**src/rtl/stager_pkg.sv**
```systemverilog
// Shared constants and types for the operand stager.
// Row-select encoding and the words-per-row helper.
package stager_pkg;

    localparam int STG_IN_W   = 32;
    localparam int STG_DATA_W = 16;
    localparam int STG_LANES  = 16;
    localparam int STG_DEPTH  = 4;

    typedef enum logic {
        ROW_H = 1'b0,
        ROW_V = 1'b1
    } row_sel_e;

    function automatic int words_per_row(input int row_w, input int in_w);
        return row_w / in_w;
    endfunction

endpackage

```
**src/rtl/stager_pair_fifo.sv**
```systemverilog
// DEPTH-entry FIFO of H/V row pairs with occupancy level.
// Head rows read as zero whenever the FIFO is empty.
module stager_pair_fifo #(
    parameter int ROW_W = 256,
    parameter int DEPTH = 4
) (
    input  logic                       clk,
    input  logic                       rst_n,
    input  logic                       push,
    input  logic [ROW_W-1:0]           push_h,
    input  logic [ROW_W-1:0]           push_v,
    input  logic                       pop,
    output logic [ROW_W-1:0]           head_h,
    output logic [ROW_W-1:0]           head_v,
    output logic [$clog2(DEPTH+1)-1:0] level
);

    localparam int AW = $clog2(DEPTH);
    localparam int LW = $clog2(DEPTH+1);

    if (DEPTH < 2 || (DEPTH & (DEPTH - 1)) != 0) begin : g_bad_depth
        $error("stager_pair_fifo: DEPTH must be a power of 2, >= 2");
    end

    logic [ROW_W-1:0] mem_h [DEPTH];
    logic [ROW_W-1:0] mem_v [DEPTH];
    logic [AW-1:0]    wr_ptr;
    logic [AW-1:0]    rd_ptr;
    logic             do_push;
    logic             do_pop;

    assign do_push = push && (level != LW'(DEPTH));
    assign do_pop  = pop && (level != '0);

    always_ff @(posedge clk) begin
        if (do_push) begin
            mem_h[wr_ptr] <= push_h;
            mem_v[wr_ptr] <= push_v;
        end
    end

    // Power-of-2 depth lets the pointers wrap by natural overflow.
    always_ff @(posedge clk or negedge rst_n) begin
        if (!rst_n) begin
            wr_ptr <= '0;
            rd_ptr <= '0;
            level  <= '0;
        end else begin
            if (do_push) wr_ptr <= wr_ptr + 1'b1;
            if (do_pop)  rd_ptr <= rd_ptr + 1'b1;
            unique case ({do_push, do_pop})
                2'b10:   level <= level + 1'b1;
                2'b01:   level <= level - 1'b1;
                default: level <= level;
            endcase
        end
    end

    assign head_h = (level != '0) ? mem_h[rd_ptr] : '0;
    assign head_v = (level != '0) ? mem_v[rd_ptr] : '0;

endmodule

```
**src/rtl/operand_stager.sv**
```systemverilog
// Packs load words into H/V row pairs and queues them for the PE array.
// Define STAGER_OVF_CNT_EN to add a saturating dropped-word counter.
module operand_stager
    import stager_pkg::*;
#(
    parameter int IN_W   = STG_IN_W,
    parameter int DATA_W = STG_DATA_W,
    parameter int LANES  = STG_LANES,
    parameter int DEPTH  = STG_DEPTH
) (
    input  logic                       clk,
    input  logic                       rst_n,
    input  logic                       load_en_i,
    input  logic [IN_W-1:0]            load_payload_i,
    input  logic                       load_last_i,
    output logic                       load_rdy_o,
    input  logic                       read_en_i,
    output logic                       pair_valid_o,
    output logic [LANES*DATA_W-1:0]    h_bus_o,
    output logic [LANES*DATA_W-1:0]    v_bus_o,
    output logic [$clog2(DEPTH+1)-1:0] level_o,
`ifdef STAGER_OVF_CNT_EN
    output logic [15:0]                ovf_cnt_o,
`endif
    output logic                       ovf_o
);

    localparam int ROW_W = LANES * DATA_W;
    localparam int WPR   = words_per_row(ROW_W, IN_W);
    localparam int CW    = (WPR > 1) ? $clog2(WPR) : 1;
    localparam int LW    = $clog2(DEPTH+1);

    if ((ROW_W % IN_W) != 0 || WPR < 1) begin : g_bad_wpr
        $error("operand_stager: ROW_W must be a positive multiple of IN_W");
    end

    row_sel_e         row_sel;
    logic [CW-1:0]    word_cnt;
    logic [ROW_W-1:0] h_stage;
    logic [ROW_W-1:0] v_stage;
    logic [ROW_W-1:0] h_fill;
    logic [ROW_W-1:0] v_fill;
    logic [LW-1:0]    level;
    logic             accept;
    logic             drop;
    logic             row_end;
    logic             push;

    assign load_rdy_o = (level < LW'(DEPTH));
    assign accept     = load_en_i && load_rdy_o;
    assign drop       = load_en_i && !load_rdy_o;
    assign row_end    = (word_cnt == CW'(WPR - 1));
    assign push       = accept && (load_last_i || (row_end && row_sel == ROW_V));

    // Unwritten slots are still zero, so a flushed pair is zero-filled for free.
    always_comb begin
        h_fill = h_stage;
        v_fill = v_stage;
        for (int i = 0; i < WPR; i++) begin
            if (accept && word_cnt == CW'(i)) begin
                if (row_sel == ROW_H) h_fill[i*IN_W +: IN_W] = load_payload_i;
                else                  v_fill[i*IN_W +: IN_W] = load_payload_i;
            end
        end
    end

    always_ff @(posedge clk or negedge rst_n) begin
        if (!rst_n) begin
            row_sel  <= ROW_H;
            word_cnt <= '0;
            h_stage  <= '0;
            v_stage  <= '0;
            ovf_o    <= 1'b0;
        end else begin
            if (push) begin
                row_sel  <= ROW_H;
                word_cnt <= '0;
                h_stage  <= '0;
                v_stage  <= '0;
            end else if (accept) begin
                h_stage <= h_fill;
                v_stage <= v_fill;
                if (row_end) begin
                    word_cnt <= '0;
                    row_sel  <= ROW_V;
                end else begin
                    word_cnt <= word_cnt + 1'b1;
                end
            end
            if (drop) ovf_o <= 1'b1;
        end
    end

`ifdef STAGER_OVF_CNT_EN
    always_ff @(posedge clk or negedge rst_n) begin
        if (!rst_n) ovf_cnt_o <= '0;
        else if (drop && ovf_cnt_o != 16'hFFFF) ovf_cnt_o <= ovf_cnt_o + 16'd1;
    end
`endif

    stager_pair_fifo #(
        .ROW_W (ROW_W),
        .DEPTH (DEPTH)
    ) u_fifo (
        .clk    (clk),
        .rst_n  (rst_n),
        .push   (push),
        .push_h (h_fill),
        .push_v (v_fill),
        .pop    (read_en_i),
        .head_h (h_bus_o),
        .head_v (v_bus_o),
        .level  (level)
    );

    assign level_o      = level;
    assign pair_valid_o = (level != '0);

endmodule

```
**config.mk**
```make
export PLATFORM = sky130hd
export DESIGN_NAME = operand_stager
export DESIGN_NICKNAME = d
export VERILOG_FILES = /design/src/rtl/stager_pkg.sv /design/src/rtl/stager_pair_fifo.sv /design/src/rtl/operand_stager.sv
export SDC_FILE = /design/constraint.sdc
export NUM_CORES = 2
export LEC_CHECK = 0
export ABC_CLOCK_PERIOD_IN_PS = 17050
export CELL_PAD_IN_SITES_DETAIL_PLACEMENT = 1
export CELL_PAD_IN_SITES_GLOBAL_PLACEMENT = 2
export CORE_MARGIN = 1.5
export CORE_UTILIZATION = 46
export DETAILED_ROUTE_END_ITERATION = 8
export HOLD_SLACK_MARGIN = 0.1
export PLACE_DENSITY_LB_ADDON = 0.1
export SETUP_SLACK_MARGIN = 0.05
export SLEW_MARGIN = 15
export SYNTH_ARGS = -nofsm -noshare
export SYNTH_HDL_FRONTEND = slang
export SYNTH_SLANG_ARGS = --single-unit
export TNS_END_PERCENT = 50
```
**constraint.sdc**
```tcl
create_clock -name clk -period 17.05 [get_ports clk]
set_clock_uncertainty 0.2 [all_clocks]
set_input_delay 4.2625 -clock clk [delete_from_list [all_inputs] [get_ports clk]]
set_output_delay 4.2625 -clock clk [all_outputs]
set_load 0.005 [all_outputs]
```
After elaboration in Yosys (flattened, before gate mapping)

Memories as Yosys holds them, arrays and structs flattened.
Index checks and enable logic that the tools add are counted.

Logic and storage cells: 95
RAM bits: 2048
Bits in registers: 524
Bits of input ports: 37
Output and inout port bits: 518
Memories kept: 2

Memories:

| name         | depth | width | rd ports | clocked after memory_dff | wr ports | line                   | RTL |
|---|---|---|---|---|---|---|---|
| u_fifo.mem_h | 4     | 256   | 1        | 0                        | 1        | stager_pair_fifo.sv:25 | `logic [ROW_W-1:0] mem_h [DEPTH];` |
| u_fifo.mem_v | 4     | 256   | 1        | 0                        | 1        | stager_pair_fifo.sv:26 | `logic [ROW_W-1:0] mem_v [DEPTH];` |

Order comparisons: 1
Reductions and logical operators: 22
Multiplexer cells: 47
Equality and inequality tests: 10
Add/subtract/negate cells: 5

Operator list:

| operator                                          | count |
|---|---|
| two-way mux 256 bit                               | 6 |
| two-way mux 32 bit                                | 32 |
| logical AND 1 bit                                 | 14 |
| == test 3 bit (second input constant)             | 4 |
| two-way mux 3 bit                                 | 3 |
| adder 3 x 1 -> 3 bit (second input constant)      | 2 |
| == test 3 x 2 -> 1 bit (second input constant)    | 2 |
| one-hot mux 3 bit (2 select lines)                | 1 |
| nonzero test 2 bit                                | 3 |
| two-way mux 1 bit                                 | 5 |
| adder 2 x 1 -> 2 bit (second input constant)      | 2 |
| == test 3 x 1 -> 1 bit (second input constant)    | 1 |
| logical NOT 3 bit                                 | 1 |
| < comparator 3 bit (second input constant)        | 1 |
| inequality test 3 bit (second input constant)     | 1 |
| nonzero test 3 bit                                | 1 |
| subtractor 3 x 1 -> 3 bit (second input constant) | 1 |
| == test 2 x 1 -> 1 bit (second input constant)    | 1 |
| == test 2 bit (second input constant)             | 1 |
| AND reduction 2 bit                               | 1 |
| logical NOT 1 bit                                 | 1 |
| logical OR 1 bit                                  | 1 |

Logic depth before layout (Yosys ltp)

Depth after elaboration: 7
Gate-level depth with buffers: 13
Mapped depth without buffers: 11

By module

Synthesis repeated with hierarchy kept, for this count alone.

Cell total of the unflattened synthesis: 5164
Area, all modules: 102995.0 um2

Modules (own cells, without submodules):

| module           | times used | area each (um2) | cells an instance | seq. area each (um2) |
|---|---|---|---|---|
| stager_pair_fifo | 1          | 77744.6         | 3280              | 61674.2 |
| operand_stager   | 1          | 25250.5         | 1884              | 12937.4 |

Worst setup path before layout

OpenSTA, ideal clock, no wires.

Kind: input to register
From: in load_en_i
To: mem u_fifo.mem_h[1][0] (enable)
Setup slack: -0.850 ns
Data required time: 15.903 ns
Stages: 5
Setup time: 0.947 ns
Arrival: 16.753 ns
Path through: nor2b_1 > buf_2 > buf_2 > clkbuf_1 > and3_1

Word-level cells in the longest chain between the ends: 5

Ends and longest elaborated chain:

| what                                    | line                   | RTL |
|---|---|---|
| from (decl)                             | operand_stager.sv:13   | `input logic load_en_i,` |
| logical AND 1 bit                       | operand_stager.sv:50   | `assign accept = load_en_i && load_rdy_o;` |
| logical AND 1 bit                       | operand_stager.sv:53   | `assign push = accept && (load_last_i \|\| (row_end && row_sel == ROW_V));` |
| logical AND 1 bit                       | stager_pair_fifo.sv:32 | `assign do_push = push && (level != LW'(DEPTH));` |
| two-way mux 1 bit                       | stager_pair_fifo.sv:36 | `if (do_push) begin` |
| two-way mux 1 bit (not written as such) | stager_pair_fifo.sv:37 | `mem_h[wr_ptr] <= push_h;` |
| to (decl)                               | stager_pair_fifo.sv:25 |  |

No other way between the ends.

Final worst setup path

From: reg u_fifo.rd_ptr[0]
To: out v_bus_o[220]

Word-level cells in the longest chain between the ends: 2

Ends and longest elaborated chain:

| what                   | line                   | RTL |
|---|---|---|
| from (decl)            | stager_pair_fifo.sv:28 | `logic [AW-1:0] rd_ptr;` |
| from (signal assigned) | stager_pair_fifo.sv:50 | `if (do_pop) rd_ptr <= rd_ptr + 1'b1;` |
| memory (4 x 256 bit)   | -                      |  |
| two-way mux 256 bit    | stager_pair_fifo.sv:60 | `assign head_v = (level != '0) ? mem_v[rd_ptr] : '0;` |
| to (decl)              | operand_stager.sv:20   | `output logic [LANES*DATA_W-1:0] v_bus_o,` |

No other way between the ends.

==> impl_metrics.csv <==
group,metric,value,unit
route,highest_layer,"met5",
synth,ys_types,45,
finish,drive_gt1_frac,0.2574,
route,wl_met1,130600,um
clock_network,clockBufferDepth,4,
synth,synthCells,5292,
clock_network,cts_root_buffer,"clkbuf_16",
die,core,220400,um2
synth,synth_most_common_cell,"edfxtp_1",
timing,final_hold_viol_count,0,
synth,synth-edff-count,2048,
timing,holdWs,265.5,ps
power_and_ir_drop,total_power,0.01968,W
finish,area_delta_synth_final,17.00,%
clock_network,clock-sinks,2572,
global_route,grt_pass1_wl,433500,um
synth,yosysTopAreaCell,"edfxtp_1",
clock_network,hold_buffers,0,
timing,fin_setup_tns,0,ps
synth,yosysSeqAreaShare,0.7295,
route,dr.first_iter.drc_count,5301,
die,ios,555,
timing,fmax,101.4,MHz
critical_path,cpMostUsedCell,"buf_4",
route,drt_first_pass_iters,5,
power_and_ir_drop,p_comb_frac,0.314,
synth,synth_commonest_cells,"2048 x edfxtp_1, 545 x and2_1, 524 x dfrtp_1, 512 x mux4_2, 439 x mux2_2",
die,start_util,0.4641,
critical_path,cp-start-kind,"flop",
critical_path,critPathMaxFanout,86,
power_and_ir_drop,switching_share,0.2863,
timing,tightest_slew,1197,ps
route,vias,53870,
critical_path,crit_buf_inv,4,
timing,finalSetupViolations,0,
clock_network,tritoncts,"done",
finish,nets,5863,
job,maxCapViolations,0,
critical_path,crit_slowest_cell,"dfrtp_4",
synth,syn_avg_cell_area,19.33,um2
synth,synth.area.top_cells,"edfxtp_1 60%, dfrtp_1 13%, mux4_2 11%, mux2_2 4.8%, and2_1 3.3%",
power_and_ir_drop,power_leakage,42.56,nW
route,drcViolationCount,0,
global_route,grt_use_total,0.2735,
synth,yosysWarnings,0,
critical_path,endpoint_kind,"output pin",
critical_path,required,12590,ps
die,dieArea,225200,um2
timing,max_slew_margin,0.2018,
critical_path,slowest_delay,900,ps
power_and_ir_drop,clockPowerShare,0.298,
power_and_ir_drop,vdd_ir_drop_max,0.1680,mV
power_and_ir_drop,power.switching,0.005635,W
timing,post-route-period-util,0.5786,
run_status,status,"complete, no violations",
global_route,grt_remaining_overflow,0,
synth,synth_fp_nets,5341,
global_route,grt_antenna_before_repair,47,
timing,drv_slew,0,
critical_path,crit_path_cell_trace,"buf_12 > buf_4 > buf_4 > mux4_2 > and2_1 > clkdlybuf4s50_1",
critical_path,arrival,5400,ps
power_and_ir_drop,powerDensity,164.5,nW/um2
timing,fin_crit,9865,ps
route,drt.antenna.violating_nets,0,
finish,final_util,0.5430,
route,wl,307100,um
finish,fillers,19410,
clock_network,numCtsBuffers,289,
route,wl_per_cell,34.16,um
synth,ys_ff_latch,2572,
synth,synthFlopType,"edfxtp_1",
critical_path,crit_family,"buffers and inverters",
clock_network,h-tree-depth,5,
power_and_ir_drop,internal_power,0.01405,W
timing,rsz0062_at_grt,"false",
die,die_y,474.5,um
clock_network,cts_resized,0,
route,via_per_inst,5.992,
synth,synthArstFlopShare,0.2037,
synth,netlist.area_leader.share,0.6013,
clock_network,postCtsSetupBuffers,0,
route,dr_wl_met3,21720,um
route,wl_met2,146400,um
die,rows,172,
global_route,grt_pass1_vias,55530,
global_route,grt_max_degree,229,
hold_path,min_path_type,"flop to flop",
clock_network,clk_pin_slew,60,ps
placed_design,finalWeightedCongestion,0.7483,
die,die-width,474.5,um
critical_path,crit_type,"flop to output pin",
synth,syn_area,102300,um2
placed_design,hpwl,173300,um
clock_network,clk_latency,910,ps
power_and_ir_drop,seq_power_share,0.388,
placed_design,portBuffers,554,
==> state kept, by name, summed over array words and instances (netlist names) <==
register / cells
h_stage: 256
ovf_o: 1
row_sel: 1
u_fifo.level: 3
u_fifo.mem_h: 1024
u_fifo.mem_v: 1024
u_fifo.rd_ptr: 2
u_fifo.wr_ptr: 2
v_stage: 256
word_cnt: 3
==> through the flow <==
step | setup slack, ps | cell area (um2) | instances
2_1_floorplan | -567.0 | 102300 | 5292
3_3_place_gp | 7975 | 110900 | 8481
3_5_place_dp | 7979 | 110900 | 8481
4_1_cts | 6975 | 119600 | 8980
5_1_grt | 6751 | 119700 | 8986
6_report | 7185 | 119700 | 8991
==> path summary, 6_finish.rpt <==
path,startpoint,endpoint,slack (ps),depth (start not counted)
min reg2reg,ovf_o$_DFFE_PN0P_,ovf_o$_DFFE_PN0P_,270,1
max,u_fifo.rd_ptr[0]$_DFFE_PN0P_,v_bus_o[220],7180,6
max reg2reg,word_cnt[2]$_DFFE_PN0P_,u_fifo.mem_h[3][139]$_DFFE_PP_,11830,5
max in group asynchronous,rst_n,v_stage[69]$_DFFE_PN0P_,10800,4
min,ovf_o$_DFFE_PN0P_,ovf_o$_DFFE_PN0P_,270,1
min in group asynchronous,rst_n,v_stage[242]$_DFFE_PN0P_,3090,1
==> power by group through the flow <==
stage	clock [W]	sequential [W]	combinational [W]
floorplan	0	0.00780	0.00314
global placement	0	0.00774	0.00627
detailed placement	0	0.00777	0.00629
CTS	0.00596	0.00765	0.00633
global route	0.00616	0.00769	0.00658
finish	0.00586	0.00765	0.00617
==> per-layer routing <==
layer  track usage  vias to the layer above
met5             0                        -
met4       0.07511                        2
met3       0.04457                      399
met2        0.4337                     2028
met1        0.3944                    29380
li1              -                    22060
==> cells in the final DEF, fill, tap and decap left out, types with 7 or more instances in the layout <==
master / instances
and2_1: 545
mux2_1: 8
clkinv_2: 33
nand2_2: 34
buf_12: 13
buf_2: 31
o21ai_0: 72
ha_1: 11
o32ai_1: 32
clkinv_1: 26
clkbuf_8: 26
mux4_2: 512
dfrtp_1: 522
clkbuf_16: 297
mux2_2: 439
clkinvlp_4: 7
o2bb2ai_1: 384
a22o_1: 63
inv_1: 44
diode_2: 11
buf_4: 102
nand2_1: 66
clkbuf_1: 97
nand2_4: 8
bufinv_16: 9
edfxtp_1: 2048
clkdlybuf4s50_1: 520
==> final cells by class <==
type,instances,area [um2],share of cell area
sequential,2572,74620,0.6236
multi-input combinational,2240,25980,0.2171
clock buffer,420,8154,0.06814
timing repair buffer,667,6401,0.05349
tap,2958,3701,0.03093
clock inverter,79,620.6,0.005186
inverter,44,165.2,0.001380
antenna,11,27.53,0.0002300
==> kinds of logic (layout without fill, tap and decap cells) <==
kind of cell,count (synthesis),count (layout),share of synthesized area
flip-flops,2572,2572,0.7295
multiplexers,959,959,0.1620
AND/OR/NAND/NOR,695,695,0.04070
AO/OA/AOI/OAI,568,568,0.04587
buffers and inverters,480,1210,0.01992
adder cells (fa/ha/maj),12,12,0.001541
XOR/XNOR,6,6,0.0005138
other,0,11,0
No activity file was read; power rests on OpenSTA's default activity.
